File: config.mk
export PLATFORM = sky130hd
export DESIGN_NAME = door_actuator_flat
export DESIGN_NICKNAME = d
export VERILOG_FILES = /design/src/rtl/door_actuator_if.sv /design/src/rtl/door_actuator.sv /design/src/flat_wrapper.sv
export SDC_FILE = /design/constraint.sdc
export NUM_CORES = 1
export LEC_CHECK = 0
export ABC_AREA = 1
export BUFFER_PORTS_ARGS = -buffer_cell sky130_fd_sc_hd__buf_2
export CORE_MARGIN = 4
export CORE_UTILIZATION = 30
export CTS_CLUSTER_DIAMETER = 50
export CTS_CLUSTER_SIZE = 14
export DETAILED_ROUTE_END_ITERATION = 12
export HOLD_SLACK_MARGIN = 0.08
export PLACE_DENSITY_LB_ADDON = 0.12
export SYNTH_ARGS = -nofsm -noshare
export SYNTH_HDL_FRONTEND = slang
export SYNTH_SLANG_ARGS = --single-unit
File: constraint.sdc
create_clock -name clk -period 2.25 [get_ports clk]
set_input_delay 0.1125 -clock clk [delete_from_list [all_inputs] [get_ports clk]]
set_output_delay 0.1125 -clock clk [all_outputs]
set_load 0.05 [all_outputs]
File: src/rtl/door_actuator_if.sv
// Door actuator interface: upstream grants, limit switches and sensors in,
// motor drives and status out. The master side drives the inputs, the
// slave side is the actuator itself.
interface door_actuator_if;
    logic       en_left;
    logic       en_right;
    logic [3:0] din;
    logic [1:0] lim_open;
    logic [1:0] lim_closed;
    logic       obstruct;
    logic       fault_clr;
    logic [1:0] mot_open;
    logic [1:0] mot_close;
    logic       busy;
    logic       fault;
    logic [7:0] cnt_l;
    logic [7:0] cnt_r;
    logic [3:0] last_code;

    modport master (
        output en_left, en_right, din, lim_open, lim_closed, obstruct, fault_clr,
        input  mot_open, mot_close, busy, fault, cnt_l, cnt_r, last_code
    );

    modport slave (
        input  en_left, en_right, din, lim_open, lim_closed, obstruct, fault_clr,
        output mot_open, mot_close, busy, fault, cnt_l, cnt_r, last_code
    );
endinterface

File: src/rtl/door_actuator.sv
// Two-door actuator sequencer: a grant rising edge starts an open / hold /
// close cycle on one side, with motion timeouts, obstruction reversal,
// a latched fault state and saturating per-side completion counters.
module door_actuator #(
    parameter int HOLD_CYC = 8,
    parameter int TIMEOUT  = 16
) (
    input  logic             clk,
    input  logic             rst,
    door_actuator_if.slave   bus
);

    typedef enum logic [2:0] {
        S_IDLE,
        S_OPENING,
        S_HOLD,
        S_CLOSING,
        S_FAULT
    } state_e;

    localparam logic [7:0] TIMEOUT_LAST = 8'(TIMEOUT - 1);
    localparam logic [7:0] HOLD_LAST    = 8'(HOLD_CYC - 1);
    localparam logic [7:0] CNT_MAX      = 8'hFF;

    state_e     state_q, state_d;
    logic       side_q, side_d;
    logic [7:0] timer_q, timer_d;
    logic [7:0] cnt_l_q, cnt_l_d;
    logic [7:0] cnt_r_q, cnt_r_d;
    logic [3:0] last_code_q, last_code_d;
    logic       prev_l_q, prev_l_d;
    logic       prev_r_q, prev_r_d;

    logic       edge_l, edge_r;
    logic       lim_open_s, lim_closed_s;
    logic [1:0] mot_open_w, mot_close_w;
    logic       busy_w, fault_w;

    // Grants are levels; only a 0->1 transition starts a cycle.
    assign edge_l       = bus.en_left  & ~prev_l_q;
    assign edge_r       = bus.en_right & ~prev_r_q;
    assign lim_open_s   = bus.lim_open[side_q];
    assign lim_closed_s = bus.lim_closed[side_q];

    // State, timer, capture and counter registers with asynchronous clear
    always_ff @(posedge clk or posedge rst) begin
        if (rst) begin
            state_q     <= S_IDLE;
            side_q      <= 1'b0;
            timer_q     <= '0;
            cnt_l_q     <= '0;
            cnt_r_q     <= '0;
            last_code_q <= '0;
            prev_l_q    <= 1'b0;
            prev_r_q    <= 1'b0;
        end else begin
            state_q     <= state_d;
            side_q      <= side_d;
            timer_q     <= timer_d;
            cnt_l_q     <= cnt_l_d;
            cnt_r_q     <= cnt_r_d;
            last_code_q <= last_code_d;
            prev_l_q    <= prev_l_d;
            prev_r_q    <= prev_r_d;
        end
    end

    // Next-state logic: sequencing, timeouts, obstruction reversal, counting
    always_comb begin
        state_d     = state_q;
        side_d      = side_q;
        timer_d     = timer_q;
        cnt_l_d     = cnt_l_q;
        cnt_r_d     = cnt_r_q;
        last_code_d = last_code_q;
        // Edge history tracks the grants in every state, so a grant that
        // rose while busy never fires later.
        prev_l_d    = bus.en_left;
        prev_r_d    = bus.en_right;

        case (state_q)
            S_IDLE: begin
                if (edge_l && edge_r) begin
                    // Ambiguous request: refuse to move either door.
                    state_d = S_FAULT;
                end else if (edge_l || edge_r) begin
                    state_d     = S_OPENING;
                    side_d      = edge_r;
                    last_code_d = bus.din;
                    timer_d     = '0;
                end
            end

            S_OPENING: begin
                if (lim_open_s) begin
                    state_d = S_HOLD;
                    timer_d = '0;
                end else if (timer_q == TIMEOUT_LAST) begin
                    state_d = S_FAULT;
                end else begin
                    timer_d = timer_q + 8'd1;
                end
            end

            S_HOLD: begin
                if (bus.obstruct) begin
                    // Keep the door open until the doorway has been clear
                    // for a full hold period.
                    timer_d = '0;
                end else if (timer_q == HOLD_LAST) begin
                    state_d = S_CLOSING;
                    timer_d = '0;
                end else begin
                    timer_d = timer_q + 8'd1;
                end
            end

            S_CLOSING: begin
                if (bus.obstruct) begin
                    // Safety reversal wins over the closed limit.
                    state_d = S_OPENING;
                    timer_d = '0;
                end else if (lim_closed_s) begin
                    state_d = S_IDLE;
                    if (side_q) begin
                        if (cnt_r_q != CNT_MAX) cnt_r_d = cnt_r_q + 8'd1;
                    end else begin
                        if (cnt_l_q != CNT_MAX) cnt_l_d = cnt_l_q + 8'd1;
                    end
                end else if (timer_q == TIMEOUT_LAST) begin
                    state_d = S_FAULT;
                end else begin
                    timer_d = timer_q + 8'd1;
                end
            end

            S_FAULT: begin
                if (bus.fault_clr) begin
                    state_d = S_IDLE;
                    timer_d = '0;
                end
            end

            default: begin
                state_d = S_IDLE;
                timer_d = '0;
            end
        endcase
    end

    // Moore outputs decoded from registered state and side only; reset
    // clears the state asynchronously, so the motors drop with no clock.
    always_comb begin
        mot_open_w  = 2'b00;
        mot_close_w = 2'b00;
        busy_w      = 1'b0;
        fault_w     = 1'b0;
        case (state_q)
            S_OPENING: begin
                mot_open_w[side_q] = 1'b1;
                busy_w             = 1'b1;
            end
            S_HOLD: begin
                busy_w = 1'b1;
            end
            S_CLOSING: begin
                mot_close_w[side_q] = 1'b1;
                busy_w              = 1'b1;
            end
            S_FAULT: begin
                fault_w = 1'b1;
            end
            default: begin
                busy_w = 1'b0;
            end
        endcase
    end

    assign bus.mot_open  = mot_open_w;
    assign bus.mot_close = mot_close_w;
    assign bus.busy      = busy_w;
    assign bus.fault     = fault_w;
    assign bus.cnt_l     = cnt_l_q;
    assign bus.cnt_r     = cnt_r_q;
    assign bus.last_code = last_code_q;

endmodule

File: src/flat_wrapper.sv
// flat-port wrapper written by rule: the top's interface ports become plain ports
module door_actuator_flat 
#(
    parameter int HOLD_CYC = 8,
    parameter int TIMEOUT  = 16
)
  (clk, rst, bus_en_left, bus_en_right, bus_din, bus_lim_open, bus_lim_closed, bus_obstruct, bus_fault_clr, bus_mot_open, bus_mot_close, bus_busy, bus_fault, bus_cnt_l, bus_cnt_r, bus_last_code);
  door_actuator_if bus_i ();
  input  logic clk;
  input  logic rst;
  input wire logic [$bits(bus_i.en_left)-1:0] bus_en_left;
  input wire logic [$bits(bus_i.en_right)-1:0] bus_en_right;
  input wire logic [$bits(bus_i.din)-1:0] bus_din;
  input wire logic [$bits(bus_i.lim_open)-1:0] bus_lim_open;
  input wire logic [$bits(bus_i.lim_closed)-1:0] bus_lim_closed;
  input wire logic [$bits(bus_i.obstruct)-1:0] bus_obstruct;
  input wire logic [$bits(bus_i.fault_clr)-1:0] bus_fault_clr;
  output wire logic [$bits(bus_i.mot_open)-1:0] bus_mot_open;
  output wire logic [$bits(bus_i.mot_close)-1:0] bus_mot_close;
  output wire logic [$bits(bus_i.busy)-1:0] bus_busy;
  output wire logic [$bits(bus_i.fault)-1:0] bus_fault;
  output wire logic [$bits(bus_i.cnt_l)-1:0] bus_cnt_l;
  output wire logic [$bits(bus_i.cnt_r)-1:0] bus_cnt_r;
  output wire logic [$bits(bus_i.last_code)-1:0] bus_last_code;
  assign bus_i.en_left = bus_en_left;
  assign bus_i.en_right = bus_en_right;
  assign bus_i.din = bus_din;
  assign bus_i.lim_open = bus_lim_open;
  assign bus_i.lim_closed = bus_lim_closed;
  assign bus_i.obstruct = bus_obstruct;
  assign bus_i.fault_clr = bus_fault_clr;
  assign bus_mot_open = bus_i.mot_open;
  assign bus_mot_close = bus_i.mot_close;
  assign bus_busy = bus_i.busy;
  assign bus_fault = bus_i.fault;
  assign bus_cnt_l = bus_i.cnt_l;
  assign bus_cnt_r = bus_i.cnt_r;
  assign bus_last_code = bus_i.last_code;
  door_actuator #(.HOLD_CYC(HOLD_CYC), .TIMEOUT(TIMEOUT)) u_core (.clk(clk), .rst(rst), .bus(bus_i));
endmodule
==> summary.txt <==
vias in the first global route: 1785
Die Wd: 90.7 um
critical-path maximum fanout: 11
Peak Freq: 561 MHz
WL/cell: 11.6 um
simple-gate area share of the yosys netlist: 33.2%
setup_tns: 0 ns
Worst Hold Class: in2reg
Vias/cell: 4.45
Post-Synth XOR/XNOR Area: 7.20%
syn_nets: 293
pwr dens: 1080 nW/um^2
status: complete, no violations
clk sinks: 34
largest family of logic cells by synthesized area: simple AND/OR/NAND/NOR gates
RePlAce Congestion: 0.792
most common cell after layout, fill and taps aside: nand2_1
crit path DAT: 1.96 ns
IO buf count: 39
initial core utilization: 31.6%
Syn Area/Cell: 7.43 sq um
gr ovfl total: 0
mux share of post-synthesis cell area: 0%
count of cell types in the netlist: 28
Ys Warns: 0
Final Setup Violations: 0
site row count: 29
Root Driver: clkbuf_8
Synth Area in Adders: 1.83%
Rel. slew slack: 70.2%
P&R area growth vs syn: 21.6%
final-report hold violation count: 0
die height: 90.7 um
Max clock buf depth: 2
Post-Route WL: 4.71 mm
pre-CTS WS: 0.388 ns
1st-iter DRT viols: 59
Synth Area in Compound Gates: 8.12%
later-pin clock latency in the skew report: 0.29 ns
first-pass GRT wire length: 8.20 mm
fin crit period: 1.78 ns
Logic pwr share: 48.6%
FILL cells: 683
DRC viols: 0
# IOs: 40
post-route design area: 2490 sq um
Clk network pwr share: 18.4%
sequential fraction of the synthesis area: 41.5%
share of cells above drive strength 1: 22.2%
CTS tree: built
placed cell area: 2330 sq um
period utilization: 79.3%
CTS Buf Count: 5
Crit Path Category: reg2reg
peak supply drop: 0.639 mV
worst-margin pin slew: 0.447 ns
max cap viols: 0
nets: 345
mapped cell area: 2050 sq um
post-synthesis cell count: 276
detailed placement HPWL: 3.52 mm
switching power: 1350 uW
pin count of the biggest net entering global routing: 35
diodes inserted: 0
LEAKAGE: 0.00133 uW
postcts setup bufs: 0
most frequent cells in the layout: nand2_1, buf_2, dfrtp_1
Routed Antenna Nets: 0
Overall Global Routing Usage: 12.2%
switch share: 50.0%
Worst Setup End Kind: flip-flop
Reg power frac: 33.0%
CTS clk-pin slew, worst paths: 0.08 ns
type of origin of the critical path: flip-flop
initial antenna violation count: 0
Clock Skew: 0.00670 ns
RSZ-0062 raised after global routing: false
Int Power: 1350 uW
drt pass-1 iters: 4
post-synthesis sequential element count: 34
CTS H-tree depth: 2
die area: 8220 sq um
Final Max Slew Viols: 0
Final WS setup: 0.466 ns
Core Area: 6490 sq um
Worst EP required: 2.43 ns
via count: 1805
[synthesized netlist by cell type, drive strengths merged]
master  number  area share [%]
a21oi        4             1.5
buf          2             1.1
clkinv       1            0.43
dfrtp       34              42
ha           3             1.8
inv         36             6.6
nand2      104              20
nand3       14             3.7
nand3b       1            0.37
nand4        4             1.2
nor2        30             6.1
nor3         5             1.5
o21ai       20             5.8
o21bai       1            0.37
o221ai       1            0.43
xnor2        7             3.4
xor2         9             3.8
[cell type report]
| cell class | instances | area (sq um) | share of cell area [%] |
|---|---|---|---|
| Clock inverter | 2 | 12.5 | 0.502 |
| Clock buffer | 6 | 82.6 | 3.31 |
| Inverter | 37 | 144 | 5.78 |
| Multi-Input combinational cell | 203 | 1030 | 41.4 |
| Sequential cell | 34 | 851 | 34.2 |
| Tap cell | 77 | 96.3 | 3.87 |
| Timing Repair Buffer | 47 | 273 | 10.9 |
[layer usage]
layer	GRT usage (%)	vias to the layer above	share of wire (%)
li1	-	961	-
met1	15.4	809	49
met2	20.1	31	46
met3	4.08	4	4.4
met4	2.68	0	0.72
met5	0	-	0
[worst max-delay path, stage by stage (launching register included)]
cell and delay (ns):
dfrtp_1 0.44, inv_2 0.13, nand2_2 0.07, nand2_2 0.08, nand2_1 0.08, nor3_1 0.20, nand2_1 0.33, inv_1 0.24
o21ai_0 0.10
[stage by stage]
stage               util [%]  total power [uW]  hold slack (ns)  cells
detailed placement      35.8              2210            0.242    391
floorplan                  -              1940            0.144    276
finish                  38.4              2690            0.164    406
global route            38.4              2920            0.158    406
global placement        35.8              2220            0.238    391
CTS                     38.4              2730            0.154    406
[repair_timing]
item	CTS	global route
endpoints found under the setup margin	0	0
gates resized for setup	0	0
hold buffers	7	0
endpoints found under the hold margin	40	0
[sequential cells by signal, indices dropped and copies added (netlist names)]
| register | cells |
|---|---|
| u_core.prev_r_q | 1 |
| u_core.bus.last_code | 4 |
| u_core.state_q | 3 |
| u_core.prev_l_q | 1 |
| u_core.bus.cnt_l | 8 |
| u_core.side_q | 1 |
| u_core.bus.cnt_r | 8 |
| u_core.timer_q | 8 |
[power groups by stage]
stage	sequential, uW	combinational, uW	clock [uW]
floorplan	1200	740	0
global placement	899	1320	0
detailed placement	897	1320	0
CTS	889	1330	510
global route	916	1460	546
finish	889	1310	494
[cells by family after synthesis]
logic type | after synthesis
AOI/OAI and AO/OA | 26
DFF | 34
buffers and inverters | 39
adders and majority gates | 3
xor gates and xnor gates | 16
and+or+nand+nor | 158
[worst paths after layout]
check                             startpoint             endpoint  slack [ns]  depth (start not counted)
hold / removal                  bus_obstruct    u_core.state_q[0]        0.16                          4
max in group asynchronous                rst    u_core.state_q[2]        1.47                          4
setup / recovery               u_core.side_q  u_core.bus.cnt_l[1]        0.47                          8
setup reg to reg               u_core.side_q  u_core.bus.cnt_l[1]        0.47                          8
hold reg to reg            u_core.timer_q[1]    u_core.timer_q[1]        0.50                          2
min in group asynchronous                rst  u_core.bus.cnt_l[4]        0.45                          4
(Power assumes the default switching activity.)
